==> src/rtl/constants_pkg.sv <==
// Shared widths, depths and the feeder FSM encoding for the matrix-vector datapath.
package constants_pkg;
  localparam int DATA_WIDTH = 8;
  localparam int ACC_WIDTH  = 20;
  localparam int W_DEPTH    = 16;
  localparam int X_DEPTH    = 4;
  localparam int MAT_DIM    = 4;
  localparam int CFG_ADDR_W = 5;
  localparam int X_BASE     = 16;

  typedef enum logic [1:0] {
    F_IDLE,
    F_SEND_W,
    F_SEND_X,
    F_COLLECT
  } feeder_state_t;
endpackage

==> src/rtl/matrix_feeder_stream_tx_reg.sv <==
// One-entry valid/ready output register; the word appears one cycle after load.
// Under backpressure vld and data are held until the consumer accepts; a load overrides a drain.
module stream_tx_reg #(
  parameter int WIDTH = 8
) (
  input  logic             clk,
  input  logic             rst_n,
  input  logic             load,
  input  logic [WIDTH-1:0] load_data,
  input  logic             rdy,
  output logic             vld,
  output logic [WIDTH-1:0] data
);

  always_ff @(posedge clk) begin
    if (!rst_n) begin
      vld  <= 1'b0;
      data <= '0;
    end else if (load) begin
      vld  <= 1'b1;
      data <= load_data;
    end else if (rdy) begin
      vld  <= 1'b0;
    end
  end

endmodule

==> src/rtl/matrix_feeder.sv <==
// Streams W then X to the matrix core and collects MAT_DIM results; res_data has 1-cycle latency.
// Source side holds words under backpressure; collect side always ready, guarded by an idle watchdog.
module matrix_feeder
  import constants_pkg::*;
#(
  parameter int DATA_WIDTH     = constants_pkg::DATA_WIDTH,
  parameter int ACC_WIDTH      = constants_pkg::ACC_WIDTH,
  parameter int W_DEPTH        = constants_pkg::W_DEPTH,
  parameter int X_DEPTH        = constants_pkg::X_DEPTH,
  parameter int TIMEOUT_CYCLES = 1024
) (
  input  logic                       clk,
  input  logic                       rst_n,
  input  logic                       cfg_we,
  input  logic [CFG_ADDR_W-1:0]      cfg_addr,
  input  logic [DATA_WIDTH-1:0]      cfg_wdata,
  input  logic                       start,
  output logic                       busy,
  output logic                       done,
  output logic                       err,
  input  logic [$clog2(X_DEPTH)-1:0] res_addr,
  output logic [ACC_WIDTH-1:0]       res_data,
  output logic                       src_vld,
  output logic [DATA_WIDTH-1:0]      src_data,
  input  logic                       src_rdy,
  input  logic                       snk_vld,
  input  logic [ACC_WIDTH-1:0]       snk_data,
  output logic                       snk_rdy
);

  localparam int NWORDS = W_DEPTH + X_DEPTH;
  localparam int WDOG_W = $clog2(TIMEOUT_CYCLES + 1);
  localparam int RCNT_W = $clog2(X_DEPTH);
  localparam logic [CFG_ADDR_W-1:0] LAST_W_IDX = CFG_ADDR_W'(W_DEPTH - 1);
  localparam logic [CFG_ADDR_W-1:0] LAST_IDX   = CFG_ADDR_W'(NWORDS - 1);
  localparam logic [CFG_ADDR_W-1:0] N_WORDS    = CFG_ADDR_W'(NWORDS);
  localparam logic [RCNT_W-1:0]     LAST_RES   = RCNT_W'(X_DEPTH - 1);
  localparam logic [WDOG_W-1:0]     WDOG_LAST  = WDOG_W'(TIMEOUT_CYCLES - 1);

  // W occupies words 0..W_DEPTH-1 and X follows directly, matching the cfg address map.
  logic [DATA_WIDTH-1:0] mem    [NWORDS];
  logic [ACC_WIDTH-1:0]  result [X_DEPTH];

  feeder_state_t         state, state_n;
  logic [CFG_ADDR_W-1:0] sidx, sidx_n, nidx;
  logic [RCNT_W-1:0]     rcnt, rcnt_n;
  logic [WDOG_W-1:0]     wdog, wdog_n;
  logic                  done_n, err_n;
  logic                  push, res_we, cfg_hit;
  logic [DATA_WIDTH-1:0] push_data;

  assign cfg_hit = cfg_we && (cfg_addr < N_WORDS) && (state == F_IDLE);
  assign nidx    = (sidx == LAST_IDX) ? '0 : sidx + 1'b1;
  assign busy    = (state != F_IDLE);
  assign snk_rdy = (state == F_COLLECT);

  always_comb begin
    state_n   = state;
    sidx_n    = sidx;
    rcnt_n    = rcnt;
    wdog_n    = wdog;
    done_n    = 1'b0;
    err_n     = err;
    push      = 1'b0;
    push_data = mem[nidx];
    res_we    = 1'b0;
    case (state)
      F_IDLE: begin
        if (start) begin
          state_n   = F_SEND_W;
          push      = 1'b1;
          // A write landing on the same edge as start must be the word that goes out.
          push_data = (cfg_hit && cfg_addr == '0) ? cfg_wdata : mem[0];
          sidx_n    = '0;
          rcnt_n    = '0;
          wdog_n    = '0;
          err_n     = 1'b0;
        end
      end
      F_SEND_W, F_SEND_X: begin
        if (src_vld && src_rdy) begin
          if (sidx == LAST_IDX) begin
            state_n = F_COLLECT;
          end else begin
            push   = 1'b1;
            sidx_n = nidx;
            if (sidx == LAST_W_IDX) state_n = F_SEND_X;
          end
        end
      end
      F_COLLECT: begin
        if (snk_vld) begin
          res_we = 1'b1;
          wdog_n = '0;
          rcnt_n = rcnt + 1'b1;
          if (rcnt == LAST_RES) begin
            state_n = F_IDLE;
            done_n  = 1'b1;
          end
        end else if (wdog == WDOG_LAST) begin
          state_n = F_IDLE;
          done_n  = 1'b1;
          err_n   = 1'b1;
        end else begin
          wdog_n = wdog + 1'b1;
        end
      end
      default: state_n = F_IDLE;
    endcase
  end

  always_ff @(posedge clk) begin
    if (!rst_n) begin
      state    <= F_IDLE;
      sidx     <= '0;
      rcnt     <= '0;
      wdog     <= '0;
      done     <= 1'b0;
      err      <= 1'b0;
      res_data <= '0;
    end else begin
      state    <= state_n;
      sidx     <= sidx_n;
      rcnt     <= rcnt_n;
      wdog     <= wdog_n;
      done     <= done_n;
      err      <= err_n;
      res_data <= result[res_addr];
    end
  end

  // Storage is deliberately left out of reset so contents survive an aborted job.
  always_ff @(posedge clk) begin
    if (rst_n && cfg_hit) mem[cfg_addr] <= cfg_wdata;
    if (rst_n && res_we)  result[rcnt]  <= snk_data;
  end

  stream_tx_reg #(.WIDTH(DATA_WIDTH)) u_tx (
    .clk       (clk),
    .rst_n     (rst_n),
    .load      (push),
    .load_data (push_data),
    .rdy       (src_rdy),
    .vld       (src_vld),
    .data      (src_data)
  );

endmodule
==> config.mk <==
export PLATFORM = sky130hd
export DESIGN_NAME = matrix_feeder
export DESIGN_NICKNAME = d
export VERILOG_FILES = /design/src/rtl/constants_pkg.sv /design/src/rtl/matrix_feeder_stream_tx_reg.sv /design/src/rtl/matrix_feeder.sv
export SDC_FILE = /design/constraint.sdc
export NUM_CORES = 1
export LEC_CHECK = 0
export ABC_AREA = 1
export BUFFER_PORTS_ARGS = -buffer_cell sky130_fd_sc_hd__buf_2
export CORE_MARGIN = 2
export CORE_UTILIZATION = 37
export CTS_BUF_LIST = sky130_fd_sc_hd__clkbuf_4 sky130_fd_sc_hd__clkbuf_8
export CTS_CLUSTER_SIZE = 28
export DETAILED_ROUTE_END_ITERATION = 10
export MAX_ROUTING_LAYER = met4
export SYNTH_ARGS = -nofsm -noshare
export SYNTH_HDL_FRONTEND = slang
export SYNTH_SLANG_ARGS = --single-unit
==> constraint.sdc <==
create_clock -name clk -period 3.1 [get_ports clk]
set_input_delay 0.31 -clock clk [delete_from_list [all_inputs] [get_ports clk]]
set_output_delay 0.31 -clock clk [all_outputs]
set_load 0.02 [all_outputs]
# Word level (Yosys, flattened, before mapping)
# Memories as Yosys holds them, arrays and structs flattened. A register that Yosys moved wholly into a read port is not among the register bits.
# Cells that the tools add are included.
dict set report totals {
  mem_count 2
  mem_bits_rw 240
  inputBits 41
  register_bits 31
  out_inout_bits 33
}
# name words width read_ports rd_clocked_by_memory_dff write_ports line
set memory_table {}
lappend memory_table {mem 20 8 2 0 1 matrix_feeder.sv:41} ;# logic [DATA_WIDTH-1:0] mem [NWORDS];
lappend memory_table {result 4 20 1 1 1 matrix_feeder.sv:42} ;# logic [ACC_WIDTH-1:0] result [X_DEPTH];
dict set report classes {
  n_addsub 3
  n_lt_le_gt_ge 1
  mux 42
  eq_ne 17
  n_reduce_logical 20
}
# operator n
set ops {}
lappend ops {{2-to-1 mux 11 bit} 3}
lappend ops {{2-to-1 mux 8 bit} 3}
lappend ops {{one-hot mux 11 bit (2 select lines)} 1}
lappend ops {{2-to-1 mux 5 bit} 4}
lappend ops {{2-to-1 mux 2 bit} 9}
lappend ops {{2-to-1 mux 1 bit} 17}
lappend ops {{adder 11 x 1 -> 11 bit, second input constant} 1}
lappend ops {{== test 11 x 10 -> 1 bit, second input constant} 1}
lappend ops {{inequality test 2 bit, second input constant} 5}
lappend ops {{one-hot mux 5 bit (2 select lines)} 1}
lappend ops {{AND reduction 4 bit} 2}
lappend ops {{nonzero test 2 bit} 4}
lappend ops {{== test 2 bit, second input constant} 3}
lappend ops {{logical AND 1 bit} 6}
lappend ops {{inequality test 3 x 2 -> 1 bit, second input constant} 2}
lappend ops {{inequality test 3 bit, second input constant} 2}
lappend ops {{one-hot mux 2 bit (3 select lines)} 1}
lappend ops {{AND reduction 3 bit} 2}
lappend ops {{adder 5 x 1 -> 5 bit, second input constant} 1}
lappend ops {{== test 5 x 4 -> 1 bit, second input constant} 1}
lappend ops {{== test 5 bit, second input constant} 1}
lappend ops {{logical NOT 5 bit} 1}
lappend ops {{less-than comparator 5 bit, second input constant} 1}
lappend ops {{AND reduction 5 bit} 1}
lappend ops {{other kinds (9)} 10}

# Depth between registers and ports, before layout
dict set report logic_depth {
  word_depth 7
  mapped_depth 15
}

# Modules after synthesis
# A second synthesis with hierarchy kept.
dict set report unflattened {
  hier_cells 1128
  area_unflattened_um2 12110.4
}
# module seq_area_each_um2 area_each_um2 cells_per_inst n_inst
set modules_own_cells {}
lappend modules_own_cells {matrix_feeder 8047.7 11806.3 1090 1}
lappend modules_own_cells {stream_tx_reg 180.2 304.0 38 1}

# Least setup slack after synthesis
# Ideal clock, no wire load.
dict set report synth_path {
  path_type {register to register}
  from {register state[0]}
  to {memory result[3][0] (enable)}
  t_arrival_ps 2373
  stages_incl_launch_ff 5
  n_path_buf 1
  period_less_slack_ps 2795
  path_slack_ps 305
  path_cell_list {dfxtp_1 -> ha_1 -> buf_2 -> inv_1 -> nor3_1}
}
dict set report synth_via {
  elab_chain_len 5
}
# element line
set synth_rtl {}
lappend synth_rtl {{start, declared} matrix_feeder.sv:44} ;# feeder_state_t state, state_n;
lappend synth_rtl {{start signal, assigned} matrix_feeder.sv:122} ;# state <= state_n;
lappend synth_rtl {{== test 2 bit} n/a}
lappend synth_rtl {{named net snk_rdy} matrix_feeder.sv:28} ;# output logic snk_rdy
lappend synth_rtl {{2-to-1 mux 1 bit} matrix_feeder.sv:67} ;# case (state)
lappend synth_rtl {{logical AND 1 bit} matrix_feeder.sv:135} ;# if (rst_n && res_we) result[rcnt] <= snk_data;
lappend synth_rtl {{2-to-1 mux 1 bit} matrix_feeder.sv:135}
lappend synth_rtl {{2-to-1 mux 1 bit (implied by the code)} matrix_feeder.sv:135}
lappend synth_rtl {{end, declared} matrix_feeder.sv:42}
# The timed path passes the listed nets, and every way through them passes these cells.

# Worst setup path after layout
dict set report layout_path {
  from {register sidx[0]}
  to {register u_tx.data[1]}
}
dict set report layout_via {
  elab_chain_len 5
}
# element line
set layout_rtl {}
lappend layout_rtl {{start, declared} matrix_feeder.sv:45} ;# logic [CFG_ADDR_W-1:0] sidx, sidx_n, nidx;
lappend layout_rtl {{start signal, assigned} matrix_feeder.sv:123} ;# sidx <= sidx_n;
lappend layout_rtl {{adder 5 x 1 -> 5 bit / == test 5 bit (equally long branches)} {matrix_feeder.sv:53, matrix_feeder.sv:82}}
lappend layout_rtl {{2-to-1 mux 5 bit} matrix_feeder.sv:53} ;# assign nidx = (sidx == LAST_IDX) ? '0 : sidx + 1'b1;
lappend layout_rtl {{memory (20 x 8 bit)} n/a}
lappend layout_rtl {{2-to-1 mux 8 bit} matrix_feeder.sv:69} ;# if (start) begin
lappend layout_rtl {{2-to-1 mux 8 bit} matrix_feeder.sv:67}
lappend layout_rtl {{end signal, assigned} matrix_feeder_stream_tx_reg.sv:21} ;# data <= load_data;
lappend layout_rtl {{end, declared} matrix_feeder_stream_tx_reg.sv:12} ;# output logic [WIDTH-1:0] data
# Parallel ways exist; a longest one is shown, timed or not.
# A chain may end at the register's enable or synchronous reset.

==> reports/results.ini <==
[timing]
hold_violations = 0
tightestPinTransition_ns = 1.079
rsz0062_at_grt = false
clock_skew_ns = 0.02957
final_max_slew_viol_count = 0
period_share = 0.8572
tns_ns = 0
period_needed_ns = 2.657
finalSetupViolations = 0
fmax_ghz = 0.3763
slew_headroom = 0.2801

[floorplan]
die_x_microns = 183.0
die_y_microns = 183.0
core_area_sq_um = 31560
fp-row-count = 65
io_pins = 74
initial_core_util = 0.3757
dieArea_sq_um = 33490

[placement]
numPortBuffers = 73
dpl_cell_area_sq_um = 12690
gp_congestion = 0.8758
place_hpwl_mm = 17.95

[cts]
cts.repair.resized = 0
cts_buffer_depth = 3
insertion_delay_ns = 0.57
cts_root_buffer = clkbuf_8
numCtsBuffers = 49
htree_num_levels = 2
cts.clk_slew.worst_paths_ns = 0.06
cts_tree = yes
clkSinkCount = 291

[detailed_routing]
viasPerCell = 5.003
routed_wl_mm = 29.04
dr.pass1.iters = 5
antenna_left = 0
vias = 8180
avgRoutedWirePerCell_microns = 17.76
drc = 0
dr.first_iter.drc_count = 801

[power_and_ir_drop]
powerDensity_nw_per_um2 = 640.8
combinationalPowerShare = 0.120
ir_worst_vdd_v = 0.0003609
pwr-share-seq = 0.496
p_switching_mw = 2.350
clkPwrFrac = 0.385
leakagePower_nw = 5.182
cell_internal_pwr_mw = 6.550
switching_share = 0.2641

[critical_path]
cp.arrival_ns = 3.16
path_max_fanout = 37
start_kind = register
r2r_end = u_tx.data[1]$_SDFFE_PN0P_
reg2reg_depth = 12
critPathKind = reg -> reg
regToRegSetupSlack_ns = 0.44
cp-end-kind = register
regToRegStartpoint = sidx[0]$_SDFFE_PN0P_
critical_path_required_ns = 3.60

[grt]
grt_pass1_wl_mm = 45.04
grtUsageTotal = 0.1800
grt_max_degree = 66
overflow = 0
antenna_found_initial = 0
first_global_vias = 8072

[flow_run]
cap_viol_max_count = 0

[synth]
syn_nets = 1123
synth.mux.area_fraction = 0
ys_seq_area_frac = 0.6940
ys_warn_count = 0
synth_edf_count = 240
synth_cells = 1074
synth_cell_types = 38
syn_area_sq_um = 11860
avgSynthCellArea_sq_um = 11.04
ys.flop_type = edfxtp_1
yosys.area_share.simple = 0.1728
synth_adder_area_share = 0.008442
synth_seq_cells = 291
synth-async-reset-ratio = 0
synth_compound_area_frac = 0.08200
synth_xor_area_frac = 0.0007387
synth_top_family_by_area = simple AND/OR/NAND/NOR gates

[final_layout]
nNetsFinal = 1245
antennaDiodeCount = 0
final_common_cell = edfxtp_1
fillCellCount = 2952
regArea_sq_um = 8228
multiInputGateArea_sq_um = 3142
drive_above_1_share = 0.1614
stdcell_area_sq_um = 13890
final_cell_mix = 240 x edfxtp_1, 202 x nor2_1, 138 x nand2_1, 103 x nand3_1, 88 x o21ai_0
area_delta_synth_final_pct = 17.15

[worst_hold_path]
hp-start = cfg_wdata[6]
hold_depth = 1
min_delay_worst_endpoint = mem[18][6]$_DFFE_PP_
hold_class = in -> reg

[run_status]
status = completed

==> repair_timing <==
action | in CTS | in global routing
hold buffers | 21 | 0
setup buffers | 0 | 0
endpoints found under the hold margin | 81 | 0
==> synth_stat cells, types with 2 or more instances <==
cell type  instances  share of area
edfxtp_1         240           0.61
nor2_1           205          0.065
nand2_1          138          0.044
nand3_1          103          0.043
o21ai_0           88          0.037
inv_1             54          0.017
dfxtp_1           51          0.086
a21oi_1           47          0.020
o21ai_1           21         0.0089
clkbuf_1          19         0.0060
buf_2             17         0.0072
o211ai_1          15         0.0095
nand3b_1          10         0.0063
ha_1               8         0.0084
clkinv_1           7         0.0022
buf_4              6         0.0038
nor3_1             6         0.0025
inv_2              5         0.0016
a211oi_1           4         0.0025
buf_1              3        0.00095
buf_6              3         0.0028
nand4_1            3         0.0016
nor2_2             3         0.0016
nand2_4            2         0.0019
o2111ai_1          2         0.0015
or2_2              2         0.0011
==> worst max-delay path, cell delays in order, from the launching register on <==
cell and delay (ns):
dfxtp_1 0.39, ha_1 0.28, nand2_1 0.08, inv_1 0.06, nand2_4 0.33, nand3_4 0.50
nand3_1 0.31, nand2_1 0.10, nand2_1 0.07, nand3_1 0.10, nand3_1 0.17, a21oi_1 0.09
nor2_1 0.08
==> layer usage <==
| layer | global-route usage | share of wire | vias up |
|---|---|---|---|
| met1 | 0.2316 | 0.43 | 3905 |
| met2 | 0.2912 | 0.49 | 241 |
| met4 | 0.06208 | 0.028 | 0 |
| met5 | - | 0 | - |
| met3 | 0.02899 | 0.054 | 54 |
| li1 | - | - | 3980 |
==> logic make-up (layout without fill, tap and decap cells) <==
| family | Yosys count | in the layout |
|---|---|---|
| AND/OR/NAND/NOR | 479 | 479 |
| adder cells (fa/ha/maj) | 8 | 8 |
| buffers and inverters | 115 | 274 |
| AO/OA/AOI/OAI | 180 | 180 |
| flip-flops | 291 | 291 |
| XOR/XNOR | 1 | 1 |
==> registers in the layout (all words and copies together) (netlist names) <==
register	count
err	1
state	2
rcnt	2
wdog	11
result	80
u_tx.data	8
mem	160
res_data	20
sidx	5
done	1
u_tx.vld	1
==> per-stage QoR <==
stage	power, mW	setup slack, ns	cells	util	hold WS (ns)
floorplan	5.146	0.3046	1074	-	0.4089
global placement	5.528	0.5254	1526	0.4023	0.4457
global route	9.292	0.2692	1635	0.4402	0.1182
finish	8.900	0.4426	1635	0.4402	0.1427
CTS	8.992	0.4715	1635	0.4402	0.1083
detailed placement	5.535	0.4908	1526	0.4023	0.4497
==> power by group through the flow <==
stage	Sequential [mW]	Combinational, mW	Clock [mW]
floorplan	4.54	0.604	0
global placement	4.49	1.03	0
detailed placement	4.49	1.04	0
CTS	4.41	1.07	3.51
global route	4.42	1.18	3.69
finish	4.41	1.06	3.42
==> how the worst max path moves through the flow <==
stage / start / end / slack [ns] / cells after the start
6_report: sidx[0]$_SDFFE_PN0P_ / u_tx.data[1]$_SDFFE_PN0P_ / 0.44 / 12
5_1_grt: sidx[0]$_SDFFE_PN0P_ / u_tx.data[4]$_SDFFE_PN0P_ / 0.27 / 12
4_1_cts: sidx[0]$_SDFFE_PN0P_ / u_tx.data[1]$_SDFFE_PN0P_ / 0.47 / 11
3_5_place_dp: sidx[0]$_SDFFE_PN0P_ / u_tx.data[1]$_SDFFE_PN0P_ / 0.49 / 11
3_3_place_gp: sidx[0]$_SDFFE_PN0P_ / u_tx.data[1]$_SDFFE_PN0P_ / 0.53 / 11
2_1_floorplan: state[0]$_SDFFE_PN0P_ / result[3][0]$_DFFE_PP_ / 0.30 / 4
==> area by class of cell <==
cell class / instances / share of cell area
Multi-Input combinational cell: 668 / 0.2262
Sequential cell: 291 / 0.5924
Clock inverter: 21 / 0.01180
Timing Repair Buffer: 120 / 0.05639
Inverter: 66 / 0.01784
Clock buffer: 67 / 0.05918
Tap cell: 402 / 0.03621
(Power assumes the default switching activity.)
